## src/rtl/light_seq_ctrl.sv

```systemverilog
// Traffic-light phase sequencer: drives the downstream phase counter (init/cnt_en),
// the lamps, the pedestrian walk lamp, and a sticky watchdog fault with amber flash.
module light_seq_ctrl #(
  parameter int pINIT_WIDTH = 3,
  parameter int pWDOG_MAX   = 63,
  parameter int pWDOG_WIDTH = 6,
  parameter int pFLASH_HALF = 4
) (
  input  logic                   clk,
  input  logic                   rst,
  input  logic                   en,
  input  logic                   last,
  input  logic                   ped_req,
  output logic [pINIT_WIDTH-1:0] init,
  output logic                   cnt_en,
  output logic [pINIT_WIDTH-1:0] light,
  output logic                   walk,
  output logic                   fault
);

  localparam int FLW = (pFLASH_HALF > 1) ? $clog2(pFLASH_HALF) : 1;
  localparam logic [pINIT_WIDTH-1:0] RED_C = pINIT_WIDTH'(3'b100);
  localparam logic [pINIT_WIDTH-1:0] YEL_C = pINIT_WIDTH'(3'b010);
  localparam logic [pINIT_WIDTH-1:0] GRN_C = pINIT_WIDTH'(3'b001);
  localparam logic [pWDOG_WIDTH-1:0] WDOG_MAX_C = pWDOG_WIDTH'(pWDOG_MAX);
  localparam logic [FLW-1:0] FLASH_LAST_C = FLW'(pFLASH_HALF - 1);

  typedef enum logic [2:0] {
    S_START  = 3'd0,
    S_RED    = 3'd1,
    S_GREEN  = 3'd2,
    S_YELLOW = 3'd3,
    S_FLASH  = 3'd4
  } state_e;

  state_e                  state_q, state_d, nxt_s;
  logic                    entry_q, entry_d, adv_s;
  logic [pWDOG_WIDTH-1:0]  wdog_q, wdog_d;
  logic                    pend_q, pend_d;
  logic [FLW-1:0]          flash_cnt_q, flash_cnt_d;
  logic [pINIT_WIDTH-1:0]  init_q, init_d, light_q, light_d;
  logic                    cnt_en_q, cnt_en_d, walk_q, walk_d, fault_q, fault_d;

  function automatic logic [pINIT_WIDTH-1:0] phase_code(input state_e s);
    case (s)
      S_RED:    phase_code = RED_C;
      S_GREEN:  phase_code = GRN_C;
      S_YELLOW: phase_code = YEL_C;
      default:  phase_code = RED_C;
    endcase
  endfunction

  // Next-state and registered-output computation
  always_comb begin
    state_d     = state_q;
    entry_d     = 1'b0;
    wdog_d      = wdog_q;
    pend_d      = pend_q | ped_req;
    flash_cnt_d = flash_cnt_q;
    init_d      = '0;
    light_d     = light_q;
    cnt_en_d    = 1'b0;
    walk_d      = walk_q;
    fault_d     = fault_q;
    adv_s       = 1'b0;
    nxt_s       = S_RED;

    case (state_q)
      S_START: begin
        light_d = RED_C;
        walk_d  = 1'b0;
        if (en) begin
          adv_s = 1'b1;
          nxt_s = S_RED;
        end else begin
          adv_s = 1'b0;
        end
      end
      S_RED, S_GREEN, S_YELLOW: begin
        if (!en) begin
          cnt_en_d = 1'b0;
        end else if (last && !entry_q) begin
          // last is only trusted once the counter has finished loading
          adv_s = 1'b1;
          case (state_q)
            S_RED:    nxt_s = S_GREEN;
            S_GREEN:  nxt_s = S_YELLOW;
            default:  nxt_s = S_RED;
          endcase
        end else if (wdog_q == WDOG_MAX_C) begin
          state_d     = S_FLASH;
          fault_d     = 1'b1;
          light_d     = YEL_C;
          walk_d      = 1'b0;
          flash_cnt_d = '0;
        end else begin
          cnt_en_d = 1'b1;
          if (!last) begin
            wdog_d = wdog_q + pWDOG_WIDTH'(1);
          end else begin
            wdog_d = wdog_q;
          end
        end
      end
      S_FLASH: begin
        walk_d = 1'b0;
        if (flash_cnt_q == FLASH_LAST_C) begin
          flash_cnt_d = '0;
          light_d     = (light_q == YEL_C) ? '0 : YEL_C;
        end else begin
          flash_cnt_d = flash_cnt_q + FLW'(1);
        end
      end
      default: begin
        state_d = S_START;
        light_d = RED_C;
      end
    endcase

    if (adv_s) begin
      state_d  = nxt_s;
      entry_d  = 1'b1;
      wdog_d   = '0;
      cnt_en_d = 1'b1;
      init_d   = phase_code(nxt_s);
      light_d  = phase_code(nxt_s);
      if (nxt_s == S_RED) begin
        walk_d = pend_q | ped_req;
        pend_d = 1'b0;
      end else begin
        walk_d = 1'b0;
      end
    end else begin
      entry_d = entry_d;
    end
  end

  // State and output registers with synchronous reset
  always_ff @(posedge clk) begin
    if (rst) begin
      state_q     <= S_START;
      entry_q     <= 1'b0;
      wdog_q      <= '0;
      pend_q      <= 1'b0;
      flash_cnt_q <= '0;
      init_q      <= '0;
      light_q     <= RED_C;
      cnt_en_q    <= 1'b0;
      walk_q      <= 1'b0;
      fault_q     <= 1'b0;
    end else begin
      state_q     <= state_d;
      entry_q     <= entry_d;
      wdog_q      <= wdog_d;
      pend_q      <= pend_d;
      flash_cnt_q <= flash_cnt_d;
      init_q      <= init_d;
      light_q     <= light_d;
      cnt_en_q    <= cnt_en_d;
      walk_q      <= walk_d;
      fault_q     <= fault_d;
    end
  end

  assign init   = init_q;
  assign light  = light_q;
  assign cnt_en = cnt_en_q;
  assign walk   = walk_q;
  assign fault  = fault_q;

endmodule
```

## config.mk

```make
export PLATFORM = sky130hd
export DESIGN_NAME = light_seq_ctrl
export DESIGN_NICKNAME = d
export VERILOG_FILES = /design/src/rtl/light_seq_ctrl.sv
export SDC_FILE = /design/constraint.sdc
export NUM_CORES = 1
export LEC_CHECK = 0
export BUFFER_PORTS_ARGS = -buffer_cell sky130_fd_sc_hd__buf_2
export CORE_ASPECT_RATIO = 0.6
export CORE_MARGIN = 4
export CORE_UTILIZATION = 40
export DETAILED_ROUTE_END_ITERATION = 10
export HOLD_SLACK_MARGIN = 0.05
export PLACE_DENSITY_LB_ADDON = 0.3
export SKIP_CTS_REPAIR_TIMING = 1
export SLEW_MARGIN = 30
export SYNTH_ARGS = -nofsm -noshare
export SYNTH_HDL_FRONTEND = slang
export SYNTH_SLANG_ARGS = --single-unit
export TNS_END_PERCENT = 10
```

## constraint.sdc

```tcl
create_clock -name clk -period 5.1 [get_ports clk]
set_clock_uncertainty 0.05 [all_clocks]
set_input_delay 0.51 -clock clk [delete_from_list [all_inputs] [get_ports clk]]
set_output_delay 0.51 -clock clk [all_outputs]
set_load 0.01 [all_outputs]
```

# Yosys cells after proc, flatten, opt, wreduce, memory -nomap -nowiden
# Cells that the tools add are included.
[totals] ramBits=0 n_memories=0 input_bits=5 romBits=0 register_bits=22 out_inout_bits=9 elab_cells=90 latch_bits=0
[classes] n_eq_ne=18 shift=0 n_mul=0 reduce_logical=15 add_sub_neg=2 bitwise_logic=5 n_lt_le_gt_ge=0 n_div=0 mux=40
[ops] op="3-bit two-way mux" n=9
[ops] op="4-bit AND reduction" n=5
[ops] op="3-bit case mux with 2 select lines" n=3
[ops] op="1-bit two-way mux" n=16
[ops] op="2-bit two-way mux" n=8
[ops] op="3-bit by 2-bit == test with 1-bit output (second input constant)" n=5
[ops] op="3-bit inequality test (second input constant)" n=4
[ops] op="2-bit case mux with 2 select lines" n=2
[ops] op="6-bit by 1-bit adder with 6-bit output (second input constant)" n=1
[ops] op="3-bit by 1-bit == test with 1-bit output (second input constant)" n=2
[ops] op="6-bit == test (second input constant)" n=1
[ops] op="2-bit inequality test (second input constant)" n=3
[ops] op="2-bit OR reduction" n=3
[ops] op="5-bit AND reduction" n=1
[ops] op="1-bit inverter" n=4
[ops] op="1-bit case mux with 2 select lines" n=2
[ops] op="3-bit == test (second input constant)" n=1
[ops] op="3-bit zero test" n=1
[ops] op="3-bit nonzero test" n=1
[ops] op="3-bit OR reduction" n=1
[ops] op="2-bit by 1-bit adder with 2-bit output (second input constant)" n=1
[ops] op="2-bit == test (second input constant)" n=1
[ops] op="2-bit by 1-bit inequality test with 1-bit output (second input constant)" n=1
[ops] op="2-bit nonzero test" n=1
[ops] op="other kinds (3)" n=3

# Depth between registers and ports, before layout
# Gate-level depths: netlist (run 1).
[depth] word_depth=8 ltp_mapped=6 depth_no_buf=6

# Least setup slack after synthesis (run 1)
# No wires, ideal clock.
[synth_path] kind="register to register" startpoint="reg wdog_q[0]" endpoint="reg wdog_q[5]" required_ns=4.923 path_slack_ns=3.275 setup_ns=0.127 t_arrival_ns=1.648 path_stages_with_launch=7 path_cell_list="dfxtp_1 > ha_1 > and4_1 > a2111oi_4 > and4_1 > xnor2_1 > nor2_2"
[synth_between] elab_chain_cells=3
[synth_rtl] element="start, declared" line="38" text="logic [pWDOG_WIDTH-1:0] wdog_q, wdog_d;"
[synth_rtl] element="start signal, assigned" line="154" text="wdog_q <= wdog_d;"
[synth_rtl] element="parallel branches: the longest is 3 deep, another holds 6-bit by 1-bit adder with 6-bit output"
# Several ways; the timed one is not identified.
# A chain may end at the register's enable or synchronous reset.

# Worst setup path in the final report (run 1)
# Ends and elaborated chain as after synthesis.

==> results of run 1 <==
-- registers in the layout, summed over array words and instances, names as in the netlist --
signal and cells:
init 3, light 3, fault 1, entry_q 1, state_q 3, cnt_en 1, flash_cnt_q 2, walk 1
wdog_q 6, pend_q 1
-- cell type report --
| cell class | instances | area (µm²) | area share, % |
|---|---|---|---|
| multi-input combinational | 80 | 498 | 45.7 |
| sequential | 22 | 440 | 40.4 |
| timing repair buffer | 13 | 65.1 | 5.97 |
| clock buffer | 3 | 41.3 | 3.79 |
| tap | 30 | 37.5 | 3.44 |
| inverter | 2 | 7.51 | 0.689 |
-- power by group through the flow --
stage | sequential, mW | combinational (mW) | clock (mW)
floorplan | 0.185 | 0.0218 | 0
CTS | 0.181 | 0.0322 | 0.108
global placement | 0.185 | 0.0320 | 0
finish | 0.181 | 0.0321 | 0.104
global route | 0.182 | 0.0362 | 0.115
detailed placement | 0.185 | 0.0321 | 0
-- cells in the final DEF, fill, tap and decap left out --
master	netlist	final
dfxtp_1	22	22
nor2_1	14	14
buf_2	1	13
a21oi_1	10	10
nand2_1	6	6
nand2b_1	4	4
nand3_1	4	4
o21bai_1	3	3
nor3_1	3	3
a31oi_1	3	3
xor2_1	3	3
clkbuf_8	0	3
nor2_2	2	2
nor2b_1	2	2
and4_1	2	2
xnor2_1	2	2
and2_1	2	2
o21ai_1	2	2
o21ai_0	2	2
inv_1	2	2
nor3b_1	2	2
ha_1	2	2
nand2b_2	1	1
a2111oi_4	1	1
and3_1	1	1
nand3b_1	1	1
or3_1	1	1
a21boi_0	1	1
nand4_1	1	1
nor4b_1	1	1
a2bb2oi_1	1	1
o21a_1	1	1
o31ai_1	1	1
mux2i_1	1	1
-- cell usage after synthesis, drive strengths merged (2+ instances only) --
master	n
o21ai	4
nand3	4
nor3b	2
ha	2
xor2	3
and4	2
a31oi	3
dfxtp	22
nor3	3
nand2	6
nor2b	2
nand2b	5
nor2	16
inv	2
o21bai	3
xnor2	2
a21oi	10
and2	2
-- per-layer routing --
layer	GRT usage, %	wire length, µm
met3	6.61	156
met5	0	0
met4	4.49	19
met1	16.8	915
met2	16.2	670
-- path summary, 6_finish.rpt --
path,slack [ps],cells after the start,startpoint,endpoint
hold / removal,400,2,fault$_SDFFE_PP0P_,fault$_SDFFE_PP0P_
setup / recovery,3190,6,wdog_q[0]$_SDFFE_PP0P_,wdog_q[5]$_SDFFE_PP0P_
setup reg to reg,3190,6,wdog_q[0]$_SDFFE_PP0P_,wdog_q[5]$_SDFFE_PP0P_
hold reg to reg,400,2,fault$_SDFFE_PP0P_,fault$_SDFFE_PP0P_
-- worst register-to-register path, stage by stage (launching register included) --
cell and delay (ps):
dfxtp_1 330, ha_1 230, and4_1 240, a2111oi_4 510, and4_1 270, xnor2_1 130
nor2_2 40
-- per-stage QoR --
stage,setup WS [ps],area [µm²],power (mW)
6_report,3190,1090,0.317
5_1_grt,3050,1090,0.333
4_1_cts,3180,1090,0.321
3_5_place_dp,3180,1050,0.217
3_3_place_gp,3210,1050,0.217
2_1_floorplan,3280,955,0.207
-- kinds of logic after synthesis --
group	after synthesis
compound gates	25
xor+xnor	5
fa+ha+maj	2
buf+inv	4
flops	22
mux	1
simple gates	47
==> flow_metrics.env, run 1 <==
export IMPL_status="completed"
export IMPL_cts_root_buf="clkbuf_8"
export IMPL_grt_overflow=0
export IMPL_worstSetupStartpointType="flip-flop"
export IMPL_irDropWorstVdd_uv=146
export IMPL_synth_warnings=0
export IMPL_rows=13
export IMPL_netlist_instances=106
export IMPL_synthXorXnorAreaFrac_pct=4.59
export IMPL_grt_usage_pct=12.4
export IMPL_hpwl_um=1340
export IMPL_critPathBufInv=0
export IMPL_synthArstFlopShare_pct=0
export IMPL_drc=0
export IMPL_synth_simple_area_share_pct=26.1
export IMPL_syn_num_nets=113
export IMPL_core_um2=2210
export IMPL_grt_antenna_before_repair=0
export IMPL_initialDrtViolationCount=37
export IMPL_cts_made_buffers=3
export IMPL_dp_cells=147
export IMPL_start_util_pct=43.2
export IMPL_clockBufferDepth=2
export IMPL_synth_area_per_cell_um2=9.01
export IMPL_synth_compound_area_share_pct=17.8
export IMPL_layout_nets=129
export IMPL_clk_pin_slew_worst_paths_ps=70
export IMPL_hp_class="flip-flop to flip-flop"
export IMPL_synthAdderAreaFrac_pct=2.62
export IMPL_worstMarginPinSlew_ps=498
export IMPL_swShare_pct=23.6
export IMPL_vias=776
export IMPL_comb_power_share_pct=10.1
export IMPL_rsz0062_at_grt="no"
export IMPL_layout_drive_gt1_share_pct=16.7
export IMPL_path_class="flip-flop to flip-flop"
export IMPL_leakage_nw=0.421
export IMPL_wl_per_cell_um=11.7
export IMPL_vias_per_cell=5.17
export IMPL_cp_top_family="simple AND/OR/NAND/NOR gates"
export IMPL_cp_cell_sequence="ha_1 -> and4_1 -> a2111oi_4 -> and4_1 -> xnor2_1 -> nor2_2"
export IMPL_cts_tree="yes"
export IMPL_htreeDepth=1
export IMPL_final_util_pct=49.3
export IMPL_crit_required_ps=5190
export IMPL_finalSetupViolCount=0
export IMPL_synth_area_mux_share_pct=1.05
export IMPL_netSwitchingPower_uw=75.0
export IMPL_synth_yosys_seq_area_share_pct=46.1
export IMPL_drtAntennaViolNets=0
export IMPL_pwr_density_cell_nw_per_um2=291
export IMPL_synth_top_family_by_area="simple AND/OR/NAND/NOR gates"
export IMPL_port_buffers=13
export IMPL_intPower_uw=242
export IMPL_fin_tns_setup_ps=0
export IMPL_wl_um=1760
export IMPL_drv_cap=0
export IMPL_cp_slowest_stage_delay_ps=510
export IMPL_synth_top_area_cell="dfxtp_1"
export IMPL_dieWidth_um=71.1
export IMPL_min_period_ps=1910
export IMPL_fin_crit_sh_pct=37.5
export IMPL_area_growth_pct=14.2
export IMPL_crit_slowest_cell="a2111oi_4"
export IMPL_dieArea_um2=3260
export IMPL_finalWeightedCongestion=0.779
export IMPL_clkLatencyLatePin_ps=260
export IMPL_setup_worst_path_end_class="flip-flop"
export IMPL_instances_no_fill=150
export IMPL_grt_pass1_vias=640
export IMPL_synth_top_area_share_pct=46.1
export IMPL_arrival_ps=2000
export IMPL_synthTopCellsByArea="dfxtp_1 46%, nor2_1 5.5%, a21oi_1 5.2%, a2111oi_4 2.9%, xor2_1 2.8%"
export IMPL_yosys_cell_types_count=34
export IMPL_pwr_share_clk_pct=32.8
export IMPL_cts_sinks=22
export IMPL_whs_ps=401
export IMPL_grt_pass1_wl_um=3070
export IMPL_max_freq_ghz=0.523
export IMPL_mappedNetlistArea_um2=955
export IMPL_ys_ff_latch=22
export IMPL_die_y_um=45.8
export IMPL_seqPwrFrac_pct=57.1
export IMPL_synth_edf_count=0
export IMPL_dr_pass1_iters=4
export IMPL_num_io_pins=14
export IMPL_synthFlopType="dfxtp_1"
export IMPL_n_fill_cell=220
export IMPL_cpMostUsedCell="and4_1"
export IMPL_diodes=0
export IMPL_crit_path_max_fanout=6
export IMPL_grt_max_degree=14
export IMPL_slew_violations=0
export IMPL_hold_viol_final=0
export IMPL_slew_headroom_pct=66.7
Power figures use the tool's default switching activity.
==> run 2: changes to the inputs <==
==> constraint.sdc (replaced) <==
create_clock -name clk -period 1.92 [get_ports clk]
set_clock_uncertainty 0.05 [all_clocks]
set_input_delay 0.192 -clock clk [delete_from_list [all_inputs] [get_ports clk]]
set_output_delay 0.192 -clock clk [all_outputs]
set_load 0.01 [all_outputs]
==> run 2 against run 1 <==
Effect of this change:
- first-iteration DRC count is 86% higher
- fmax is 9.4% higher
- cell count is 1.3% higher
- routed wire length is 6.6% higher
- global-route usage is 0.83 points higher
- worst hold slack worse by 220 ps
==> flow_metrics.env, run 2 (same netlist as run 1, synthesis figures left out) <==
export IMPL_die_y_um=45.8
export IMPL_cts_sinks=22
export IMPL_hold_viol_final=0
export IMPL_largest_reg_flops=6
export IMPL_worst_slack_ps=171
export IMPL_fin_tns_setup_ps=0
export IMPL_rrSetupSlack_ps=170
export IMPL_slew_violations=0
export IMPL_finalWeightedCongestion=0.797
export IMPL_hold_path_end="pend_q$_SDFF_PP0_"
export IMPL_cts_root_buf="clkbuf_8"
export IMPL_min_from="ped_req"
export IMPL_dr_pass1_iters=4
export IMPL_crit_required_ps=2010
export IMPL_diodes=0
export IMPL_multiInputGateArea_um2=500
export IMPL_initialDrtViolationCount=69
export IMPL_clk_pin_slew_worst_paths_ps=70
export IMPL_fin_crit_sh_pct=91.1
export IMPL_mostFrequentLayoutCells="22 x dfxtp_1, 14 x nor2_1, 13 x buf_2, 10 x a21oi_1, 6 x nand2_1"
export IMPL_path_class="flip-flop to flip-flop"
export IMPL_rows=13
export IMPL_grt_max_degree=14
export IMPL_drc=0
export IMPL_leakage_nw=0.432
export IMPL_min_period_ps=1750
export IMPL_wl_per_cell_um=12.3
export IMPL_slew_headroom_pct=67.5
export IMPL_layout_drive_gt1_share_pct=18.9
export IMPL_pwr_density_cell_nw_per_um2=763
export IMPL_dieArea_um2=3260
export IMPL_worstSetupStartpointType="flip-flop"
export IMPL_reg2reg_depth=6
export IMPL_power_uw=845
export IMPL_max_freq_ghz=0.572
export IMPL_hpwl_um=1500
export IMPL_vias=767
export IMPL_grt_pass1_wl_um=3260
export IMPL_cts_tree="yes"
export IMPL_htreeDepth=1
export IMPL_setup_worst_path_end_class="flip-flop"
export IMPL_drtAntennaViolNets=0
export IMPL_core_um2=2210
export IMPL_grt_antenna_before_repair=0
export IMPL_port_buffers=13
export IMPL_num_io_pins=14
export IMPL_regArea_um2=440
export IMPL_grt_overflow=0
export IMPL_area_growth_pct=16.0
export IMPL_vias_per_cell=5.05
export IMPL_irDropWorstVdd_uv=359
export IMPL_r2r_end="wdog_q[5]$_SDFFE_PP0P_"
export IMPL_worstMarginPinSlew_ps=486
export IMPL_whs_ps=178
export IMPL_timing_rr_start="wdog_q[0]$_SDFFE_PP0P_"
export IMPL_clockBufferDepth=2
export IMPL_rsz0062_at_grt="no"
export IMPL_start_util_pct=43.2
export IMPL_hp_class="input pin to flip-flop"
export IMPL_wl_um=1880
export IMPL_whs_path_depth=3
export IMPL_status="completed"
export IMPL_regMostFlops="wdog_q"
export IMPL_grt_usage_pct=13.2
export IMPL_final_util_pct=50.1
export IMPL_cts_made_buffers=3
export IMPL_n_fill_cell=236
export IMPL_preCtsSetupSlack_ps=80.5
export IMPL_clkLatencyLatePin_ps=260
export IMPL_dieWidth_um=71.1
export IMPL_drv_cap=0
export IMPL_layout_nets=131
export IMPL_crit_path_max_fanout=5
export IMPL_final_common_cell="dfxtp_1"
export IMPL_grt_pass1_vias=705
export IMPL_arrival_ps=1840
export IMPL_finalSetupViolCount=0
[run 2: changes by cell type in the layout (fill, tap and decap cells not counted), sizes merged]
cell  previous run  this run
buf             13        15
[run 2: how the worst max path moves through the flow]
stage / startpoint / to / slack, ps / depth (start not counted)
2_1_floorplan: wdog_q[0]$_SDFFE_PP0P_ / wdog_q[5]$_SDFFE_PP0P_ / 100 / 6
3_3_place_gp: wdog_q[0]$_SDFFE_PP0P_ / wdog_q[5]$_SDFFE_PP0P_ / 120 / 6
3_5_place_dp: wdog_q[0]$_SDFFE_PP0P_ / wdog_q[5]$_SDFFE_PP0P_ / 80 / 6
4_1_cts: wdog_q[0]$_SDFFE_PP0P_ / wdog_q[5]$_SDFFE_PP0P_ / 70 / 6
5_1_grt: wdog_q[0]$_SDFFE_PP0P_ / wdog_q[1]$_SDFFE_PP0P_ / 40 / 6
6_report: wdog_q[0]$_SDFFE_PP0P_ / wdog_q[5]$_SDFFE_PP0P_ / 170 / 6
[run 2: area by class of cell]
| type | instances | area share, % |
|---|---|---|
| clock buffer | 3 | 3.73 |
| inverter | 2 | 0.678 |
| multi-input combinational | 80 | 45.2 |
| sequential | 22 | 39.8 |
| tap | 30 | 3.39 |
| timing repair buffer | 15 | 7.23 |
[run 2: where the power goes]
group          switching [mW]  leakage (nW)  internal (mW)
clock network           0.135        0.0216          0.140
registers             0.00863         0.179          0.470
logic                  0.0554         0.232         0.0358
total                   0.199         0.432          0.646
[run 2: through the flow]
step / instance area (µm²) / std cells
after CTS: 1100 / 152
after global placement: 1060 / 149
after detailed placement: 1060 / 149
after floorplan: 955 / 106
after global routing: 1110 / 152
final: 1110 / 152
[run 2: critical path, cell delays in order, from the launching register on]
cell	delay, ps
dfxtp_1	330
ha_1	230
and4_4	210
a2111oi_4	380
and4_1	260
xnor2_1	130
nor2_2	40
[run 2: per-layer routing]
| layer | up-vias | track usage [%] | routed length [µm] |
|---|---|---|---|
| met2 | 12 | 19.2 | 733 |
| met3 | 0 | 5.51 | 101 |
| met4 | 0 | 2.25 | 0 |
| met1 | 348 | 18.4 | 1040 |
| met5 | - | 0 | 0 |
| li1 | 407 | - | - |
